[config.mk]
export PLATFORM = sky130hd
export DESIGN_NAME = lcd_write_ctrl
export DESIGN_NICKNAME = d
export VERILOG_FILES = /design/src/rtl/lcd_write_ctrl.sv
export SDC_FILE = /design/constraint.sdc
export NUM_CORES = 1
export LEC_CHECK = 0
export CORE_MARGIN = 10
export CORE_UTILIZATION = 55
export DETAILED_ROUTE_END_ITERATION = 12
export GPL_TIMING_DRIVEN = 0
export PLACE_DENSITY = 0.79
export RECOVER_POWER = 50
export SYNTH_ARGS = -nofsm -noshare
export SYNTH_HDL_FRONTEND = slang
export SYNTH_SLANG_ARGS = --single-unit
[constraint.sdc]
create_clock -name clk -period 3.5 [get_ports clk]
set_clock_uncertainty 0.05 [all_clocks]
set_input_delay 0.525 -clock clk [delete_from_list [all_inputs] [get_ports clk]]
set_output_delay 0.525 -clock clk [all_outputs]
set_load 0.005 [all_outputs]
[src/rtl/lcd_write_ctrl.sv]
// HD44780 write sequencer: queues CPU stores in a 4-entry FIFO and replays each
// one to the panel with setup, enable pulse, hold and execution-wait timing.
module lcd_write_ctrl #(
    parameter int SETUP_CYC = 4,
    parameter int PULSE_CYC = 12,
    parameter int HOLD_CYC  = 4,
    parameter int EXEC_CYC  = 2000,
    parameter int SLOW_CYC  = 82000
) (
    input  logic       clk,
    input  logic       rst,
    input  logic       wr_en,
    input  logic       wr_rs,
    input  logic [7:0] wr_data,
    output logic [2:0] fifo_level,
    output logic       fifo_full,
    output logic       overflow,
    output logic       idle,
    output logic       lcd_rs,
    output logic       lcd_e,
    output logic       lcd_rw,
    output logic [7:0] lcd_data
);

    localparam int MAX_SP  = (SETUP_CYC > PULSE_CYC) ? SETUP_CYC : PULSE_CYC;
    localparam int MAX_HE  = (HOLD_CYC > EXEC_CYC) ? HOLD_CYC : EXEC_CYC;
    localparam int MAX_4   = (MAX_SP > MAX_HE) ? MAX_SP : MAX_HE;
    localparam int MAX_ALL = (MAX_4 > SLOW_CYC) ? MAX_4 : SLOW_CYC;
    // The counter only ever holds a load value of (cycles - 1).
    localparam int CNT_W   = (MAX_ALL > 1) ? $clog2(MAX_ALL) : 1;

    localparam logic [CNT_W-1:0] SETUP_LOAD = CNT_W'(SETUP_CYC - 1);
    localparam logic [CNT_W-1:0] PULSE_LOAD = CNT_W'(PULSE_CYC - 1);
    localparam logic [CNT_W-1:0] HOLD_LOAD  = CNT_W'(HOLD_CYC - 1);
    localparam logic [CNT_W-1:0] EXEC_LOAD  = CNT_W'(EXEC_CYC - 1);
    localparam logic [CNT_W-1:0] SLOW_LOAD  = CNT_W'(SLOW_CYC - 1);

    typedef enum logic [2:0] {
        S_IDLE,
        S_SETUP,
        S_PULSE,
        S_HOLD,
        S_WAIT
    } state_t;

    state_t           state, next_state;
    logic [CNT_W-1:0] cnt, next_cnt;
    logic             slow;
    logic             pop;
    logic             push;
    logic [8:0]       fifo_mem [4];
    logic [1:0]       wr_ptr, rd_ptr;
    logic [2:0]       count;
    logic [8:0]       head;
    logic             head_slow;

    assign fifo_full  = (count == 3'd4);
    assign fifo_level = count;
    assign idle       = (state == S_IDLE) && (count == 3'd0);
    assign lcd_rw     = 1'b0;
    assign push       = wr_en && !fifo_full;
    assign head       = fifo_mem[rd_ptr];
    // Clear display and return home need the long execution wait.
    assign head_slow  = !head[8] && ((head[7:0] == 8'h01) || (head[7:0] == 8'h02));

    always_ff @(posedge clk) begin
        if (push) fifo_mem[wr_ptr] <= {wr_rs, wr_data};
    end

    always_ff @(posedge clk or posedge rst) begin
        if (rst) begin
            wr_ptr   <= 2'd0;
            rd_ptr   <= 2'd0;
            count    <= 3'd0;
            overflow <= 1'b0;
        end else begin
            if (push) wr_ptr <= wr_ptr + 2'd1;
            if (pop)  rd_ptr <= rd_ptr + 2'd1;
            if (wr_en && fifo_full) overflow <= 1'b1;
            case ({push, pop})
                2'b10:   count <= count + 3'd1;
                2'b01:   count <= count - 3'd1;
                default: count <= count;
            endcase
        end
    end

    always_ff @(posedge clk or posedge rst) begin
        if (rst) begin
            state    <= S_IDLE;
            cnt      <= '0;
            slow     <= 1'b0;
            lcd_e    <= 1'b0;
            lcd_rs   <= 1'b0;
            lcd_data <= 8'h00;
        end else begin
            state <= next_state;
            cnt   <= next_cnt;
            lcd_e <= (next_state == S_PULSE);
            if (pop) begin
                lcd_rs   <= head[8];
                lcd_data <= head[7:0];
                slow     <= head_slow;
            end
        end
    end

    always_comb begin
        next_state = state;
        next_cnt   = cnt;
        pop        = 1'b0;
        case (state)
            S_IDLE: begin
                if (count != 3'd0) begin
                    pop        = 1'b1;
                    next_state = S_SETUP;
                    next_cnt   = SETUP_LOAD;
                end
            end
            S_SETUP: begin
                if (cnt == '0) begin
                    next_state = S_PULSE;
                    next_cnt   = PULSE_LOAD;
                end else begin
                    next_cnt = cnt - 1'b1;
                end
            end
            S_PULSE: begin
                if (cnt == '0) begin
                    next_state = S_HOLD;
                    next_cnt   = HOLD_LOAD;
                end else begin
                    next_cnt = cnt - 1'b1;
                end
            end
            S_HOLD: begin
                if (cnt == '0) begin
                    next_state = S_WAIT;
                    next_cnt   = slow ? SLOW_LOAD : EXEC_LOAD;
                end else begin
                    next_cnt = cnt - 1'b1;
                end
            end
            S_WAIT: begin
                if (cnt == '0) begin
                    next_state = S_IDLE;
                end else begin
                    next_cnt = cnt - 1'b1;
                end
            end
            default: next_state = S_IDLE;
        endcase
    end

endmodule

After elaboration in Yosys (flattened, before gate mapping):

Memories as Yosys holds them, arrays and structs flattened.
Index checks and enable logic that the tools add are counted.

* add/subtract/negate cells: 5
* multipliers: 0
* div/mod/pow operators: 0
* $lt $le $gt $ge: 0
* eq/ne operators: 12
* shifts and indexed selects: 0
* muxes and demuxes: 18
* bitwise gates (word level): 0
* reduce and logical (&&, ||, !) cells: 14

Operator list (count)
* two-way mux 17 bit: 6
* one-hot mux 17 bit (5 select lines): 1
* zero test 17 bit: 1
* subtractor 17 x 1 -> 17 bit, second input constant: 1
* two-way mux 3 bit: 5
* one-hot mux 3 bit (5 select lines): 1
* == test 3 x 2 -> 1 bit, second input constant: 3
* == test 8 x 1 -> 1 bit, second input constant: 1
* == test 8 x 2 -> 1 bit, second input constant: 1
* == test 3 bit, second input constant: 2
* zero test 3 bit: 2
* one-hot mux 3 bit (2 select lines): 1
* nonzero test 5 bit: 1
* adder 2 x 1 -> 2 bit, second input constant: 2
* logical AND 1 bit: 4
* two-way mux 1 bit: 4
* adder 3 x 1 -> 3 bit, second input constant: 1
* == test 3 x 1 -> 1 bit, second input constant: 1
* AND reduction 3 bit: 1
* nonzero test 3 bit: 1
* subtractor 3 x 1 -> 3 bit, second input constant: 1
* == test 2 x 1 -> 1 bit, second input constant: 1
* == test 2 bit, second input constant: 1
* zero test 1 bit: 2
* other kinds (4): 4

* register bits after elaboration: 39
* latch bits: 0
* RAM bits: 36
* memory bits (read-only): 0
* bits of input ports: 12
* memories: 1

Memory list
* fifo_mem: depth 4, bits a word 9, rd ports 1, clocked after memory_dff 0, wr ports 1, line 51 `logic [8:0] fifo_mem [4];`

Depth between registers and ports, before layout:

* depth in word-level cells: 5
* mapped depth: 11
* mapped depth without buffers: 10

Worst setup path after synthesis:

OpenSTA, ideal clock, no wires.

* kind: reg-to-reg
* start: reg state[1]
* end: reg count[2] (netlist: fifo_level[2])
* arrival time: 2.294 ns
* path slack: 1.077 ns
* cell stages (with the launch flop): 12
* buffers on the path: 2
* path through: dfrtp_1 > buf_2 > nor3_1 > nand2_1 > inv_2 > clkbuf_1 > ha_1 > inv_1 > fa_1 > xor2_1 > nor2_1 > xor2_1

* word-level cells in the longest chain between the ends: 4
* elaborated cells between the ends (all ways): 6
* classes of those cells: eq/ne (2); mux (2); reduce/logical (2)

RTL lines
* start: declaration: line 46 `state_t state, next_state;`
* start signal: assignment: line 97 `state <= next_state;`
* zero test 3 bit *: line 112 `case (state)`
* two-way mux 1 bit *: line 112
* via pop: line 49 `logic pop;`
* == test 2 x 1 -> 1 bit / == test 2 bit (equally long branches): line 80 `case ({push, pop})`
* one-hot mux 3 bit (2 select lines) / nonzero test 2 bit (equally long branches)
* end signal: assignment: line 81 `2'b10: count <= count + 3'd1;`
* end signal: assignment: line 82 `2'b01: count <= count - 3'd1;`
* end signal: assignment: line 83 `default: count <= count;`
* end: declaration: line 53 `logic [2:0] count;`

The timed path passes the listed nets; every way through them passes the cells marked *.
A chain may end at the register's enable or synchronous reset.

Final worst setup path:

Same ends and word-level chain as after synthesis.

==> impl_summary.txt <==
----------------------------------------------------
[Outcome]
  Status ... finished clean

[Detailed routing]
  Post-detailed-route count of antenna-violating nets ... 0
  Met2 Routed Length ... between 3 and 4 mm
  DRT iter0 DRCs ... 228
  Met1 Routed Length ... 3.07 mm
  Total via count in the routed design ... roughly 2,400
  Uppermost layer routed ... met4
  Drt via density ... 6.06
  Wire length per cell after detailed routing ... 17.8 um
  Total DRC errors in the routed layout ... 0
  Number of search-and-repair iterations in the first detailed-routing pass ... 4
  Met3 wire length ... between 400 and 500 um
  Overall routed net length ... 7.05 mm

[Power and ir drop]
  Power per standard cell area ... 859 nW/um^2
  Peak ir drop on the vdd network ... 0.478 mV
  Clock network fraction of design power ... 0.199
  Switching portion of total power ... 0.369
  Sequential group share of total power ... 0.399
  Internal power ... around 2200 uW
  Part of the power in combinational logic ... 0.402
  Overall power consumption ... 3500 uW
  Lkg Pwr ... 0.00157 uW
  Switching Power ... around 1300 uW

[Clocking]
  CTS root buf ... sky130_fd_sc_hd__clkbuf_8
  Number of gates resized after cts ... 0
  Maximum count of clock buffers along a single path ... 2
  # H-tree levels ... 3
  Number of clock sinks ... 75
  Clk Latency, worst-skew pair ... around 0.35 ns
  Number of buffers inserted for hold repair after clock tree synthesis ... 0
  Post-CTS Repair Setup Buffers ... 0
  Clock transition at path regs ... ~0.090 ns
  CTS tree ... yes
  Cts bufs inserted ... 9

[Logic synthesis]
  Share of synthesized flip-flops with an asynchronous set or reset ... 0.520
  Syn Std Cell Area ... 3510 um^2
  Yosys warning total ... 0
  Proportion of synthesized chip area in sequential cells ... 0.587
  EDFF count, synth ... 36
  Mean area per synthesized cell ... 12.7 um^2
  Leading register cell type out of synthesis ... sky130_fd_sc_hd__dfrtp_1
  Distinct cells, synth ... 59
  Instance count of the mapped netlist ... 277
  Post-synthesis net count ... 297
  Post-synthesis sequential element count ... 75

[Setup path]
  Worst setup EP type ... flip-flop
  Arrival time at the worst endpoint ... roughly 3.1 ns
  Data required time of the critical path ... 3.72 ns
  Launching element type of the critical path ... flip-flop
  Highest net fanout along the worst path ... 10
  Critical path start-end classification ... flip-flop to flip-flop

[Final layout]
  Area grow syn2layout ... 16.3%
  Most frequent cells in the layout ... sky130_fd_sc_hd__dfrtp_1 (39), sky130_fd_sc_hd__edfxtp_1 (36), sky130_fd_sc_hd__nand2_1 (17), sky130_fd_sc_hd__dlygate4sd3_1 (14)
  Final net count ... 335
  ANT cells ... 0
  Cell area after layout ... 4080 um^2
  Layout fillers ... 484
  Most frequent standard cell in the layout excluding fill and tap cells ... sky130_fd_sc_hd__dfrtp_1
  Layout cell share with drive strength beyond 1 ... 0.116

[Die]
  Placement Rows ... 29
  Overall die width ... roughly 100 um
  Boundary pin count ... 29
  Die Y ... 99.8 um
  Area of the die ... 9970 um^2
  Core box area ... 6280 um^2
  Initial cell density of the core ... 0.559

[STA]
  Top achievable clock speed ... around 340 MHz
  Hold violation count in the final report ... 0
  Unrepaired setup endpoints after global routing ... no
  Max_slew headroom ... 0.0206
  Final period utilization ... 0.834
  Final slew viol count ... 0
  Final setup violation count ... 0
  Worst-case setup margin in the final layout ... approximately 0.58 ns
  Final period demand of the worst path ... ~2.9 ns
  Transition time at the pin with the least slew margin ... 1.47 ns
  Final total negative setup slack ... 0 ns

[GRT]
  Wire length of the first global-routing pass ... 12.0 mm
  Number of global-route vias before repair ... 2,383
  Global route overflow ... 0
  Initial antenna violation count ... 0
  GR Util All Layers ... 0.148
  Largest net degree at the start of global routing ... 40

[Place]
  Half-perimeter wire length after detailed placement ... 4.94 mm
  Number of buffers inserted by port buffering ... 27
  Placed inst area ... around 3900 um^2
  Post-place setup slack ... 0.662 ns
  Routability congestion estimate ... 0.906

[Min path]
  Hold Crit Class ... flip-flop to flip-flop

[Flow run]
  Max Cap Violations ... 0

----------------------------------------------------
==> per-stage QoR <==
stage / hold WS, ns / cells / util
after floorplan: 0.401 / 277 / -
after global placement: 0.394 / 381 / 0.617
after detailed placement: 0.414 / 381 / 0.617
after CTS: 0.435 / 397 / 0.650
after global routing: 0.444 / 397 / 0.650
final: 0.427 / 397 / 0.650
==> area by class of cell <==
type	count	area, um^2	share of cell area
plain buffers	15	82.6	0.0203
flip-flops and latches	75	2060	0.504
well taps	77	96.3	0.0236
inverters	12	45.0	0.0110
repair buffers	27	270	0.0663
clock buffers	9	124	0.0304
clock inverters	7	82.6	0.0203
multi-input cells	175	1320	0.324
==> power by group through the flow <==
stage / logic (uW) / registers [uW] / clock network [uW]
after global placement: 1370 / 1400 / 0
after floorplan: 974 / 1370 / 0
after CTS: 1430 / 1400 / 705
after global routing: 1570 / 1440 / 740
after detailed placement: 1420 / 1420 / 0
final: 1410 / 1400 / 698
==> synthesized netlist by cell type, types with 3 or more instances <==
cell type                   n  area, um^2
sky130_fd_sc_hd__nand2_1   17        63.8
sky130_fd_sc_hd__nor2_1    13        48.8
sky130_fd_sc_hd__dfrtp_1   39         976
sky130_fd_sc_hd__nor4_1     6        37.5
sky130_fd_sc_hd__or4_1      5        37.5
sky130_fd_sc_hd__a21oi_1   10        50.1
sky130_fd_sc_hd__ha_1       7        87.6
sky130_fd_sc_hd__clkbuf_1   6        22.5
sky130_fd_sc_hd__or2_1      3        18.8
sky130_fd_sc_hd__buf_2      4        20.0
sky130_fd_sc_hd__or3_1      5        31.3
sky130_fd_sc_hd__inv_1     11        41.3
sky130_fd_sc_hd__o21ai_1    6        30.0
sky130_fd_sc_hd__nor3_1     7        35.0
sky130_fd_sc_hd__nand2b_1   3        18.8
sky130_fd_sc_hd__a31oi_1    4        25.0
sky130_fd_sc_hd__o21ai_0    7        35.0
sky130_fd_sc_hd__mux4_2     9         203
sky130_fd_sc_hd__a21boi_0   3        22.5
sky130_fd_sc_hd__and2_1     4        25.0
sky130_fd_sc_hd__xnor2_1    4        35.0
sky130_fd_sc_hd__o31ai_1    4        30.0
sky130_fd_sc_hd__edfxtp_1  36        1080
sky130_fd_sc_hd__mux2_1     9         101
sky130_fd_sc_hd__xor2_1     3        26.3
sky130_fd_sc_hd__nand3_1    7        35.0
==> metal layers <==
metal  up-vias  global-route usage
li1       1112                   -
met1      1195               0.191
met2        90               0.235
met3         9              0.0419
met4         0              0.0485
met5         -                   0
==> critical path: stages (launching register included) <==
cell and delay [ns]:
sky130_fd_sc_hd__dfrtp_1 0.36, sky130_fd_sc_hd__clkbuf_1 0.19, sky130_fd_sc_hd__nor3_1 0.29, sky130_fd_sc_hd__nand2_1 0.22, sky130_fd_sc_hd__inv_2 0.11, sky130_fd_sc_hd__clkbuf_1 0.47
sky130_fd_sc_hd__ha_1 0.29, sky130_fd_sc_hd__inv_1 0.07, sky130_fd_sc_hd__fa_1 0.38, sky130_fd_sc_hd__xor2_1 0.15, sky130_fd_sc_hd__nor2_1 0.12, sky130_fd_sc_hd__xor2_1 0.15
==> cells by family (layout without fill, tap and decap cells) <==
logic type,after synthesis,after routing,synth area share
AO/OA/AOI/OAI,54,54,0.101
XOR/XNOR,7,7,0.0175
adder cells (fa/ha/maj),8,8,0.0307
buffers and inverters,27,70,0.0368
flip-flops,75,75,0.587
multiplexers,20,20,0.0924
other,1,1,0.00107
AND/OR/NAND/NOR,85,85,0.134
==> worst paths after layout <==
kind                       cells past startpoint  slack [ns]            end     start
max in group asynchronous                      2        1.53    lcd_data[3]       rst
setup / recovery                              11        0.58  fifo_level[2]  state[1]
hold / removal                                 1        0.43       overflow  overflow
hold reg to reg                                1        0.43       overflow  overflow
min in group asynchronous                      2        1.00       state[0]       rst
setup reg to reg                              11        0.58  fifo_level[2]  state[1]
==> flip-flops by register name (all words and copies together), names as in the netlist <==
signal and cells:
cnt 17, fifo_mem 36, fifo_level 3, slow 1, rd_ptr 2, lcd_rs 1
lcd_data 8, state 3, wr_ptr 2, lcd_e 1, overflow 1
Power figures use the tool's default switching activity.
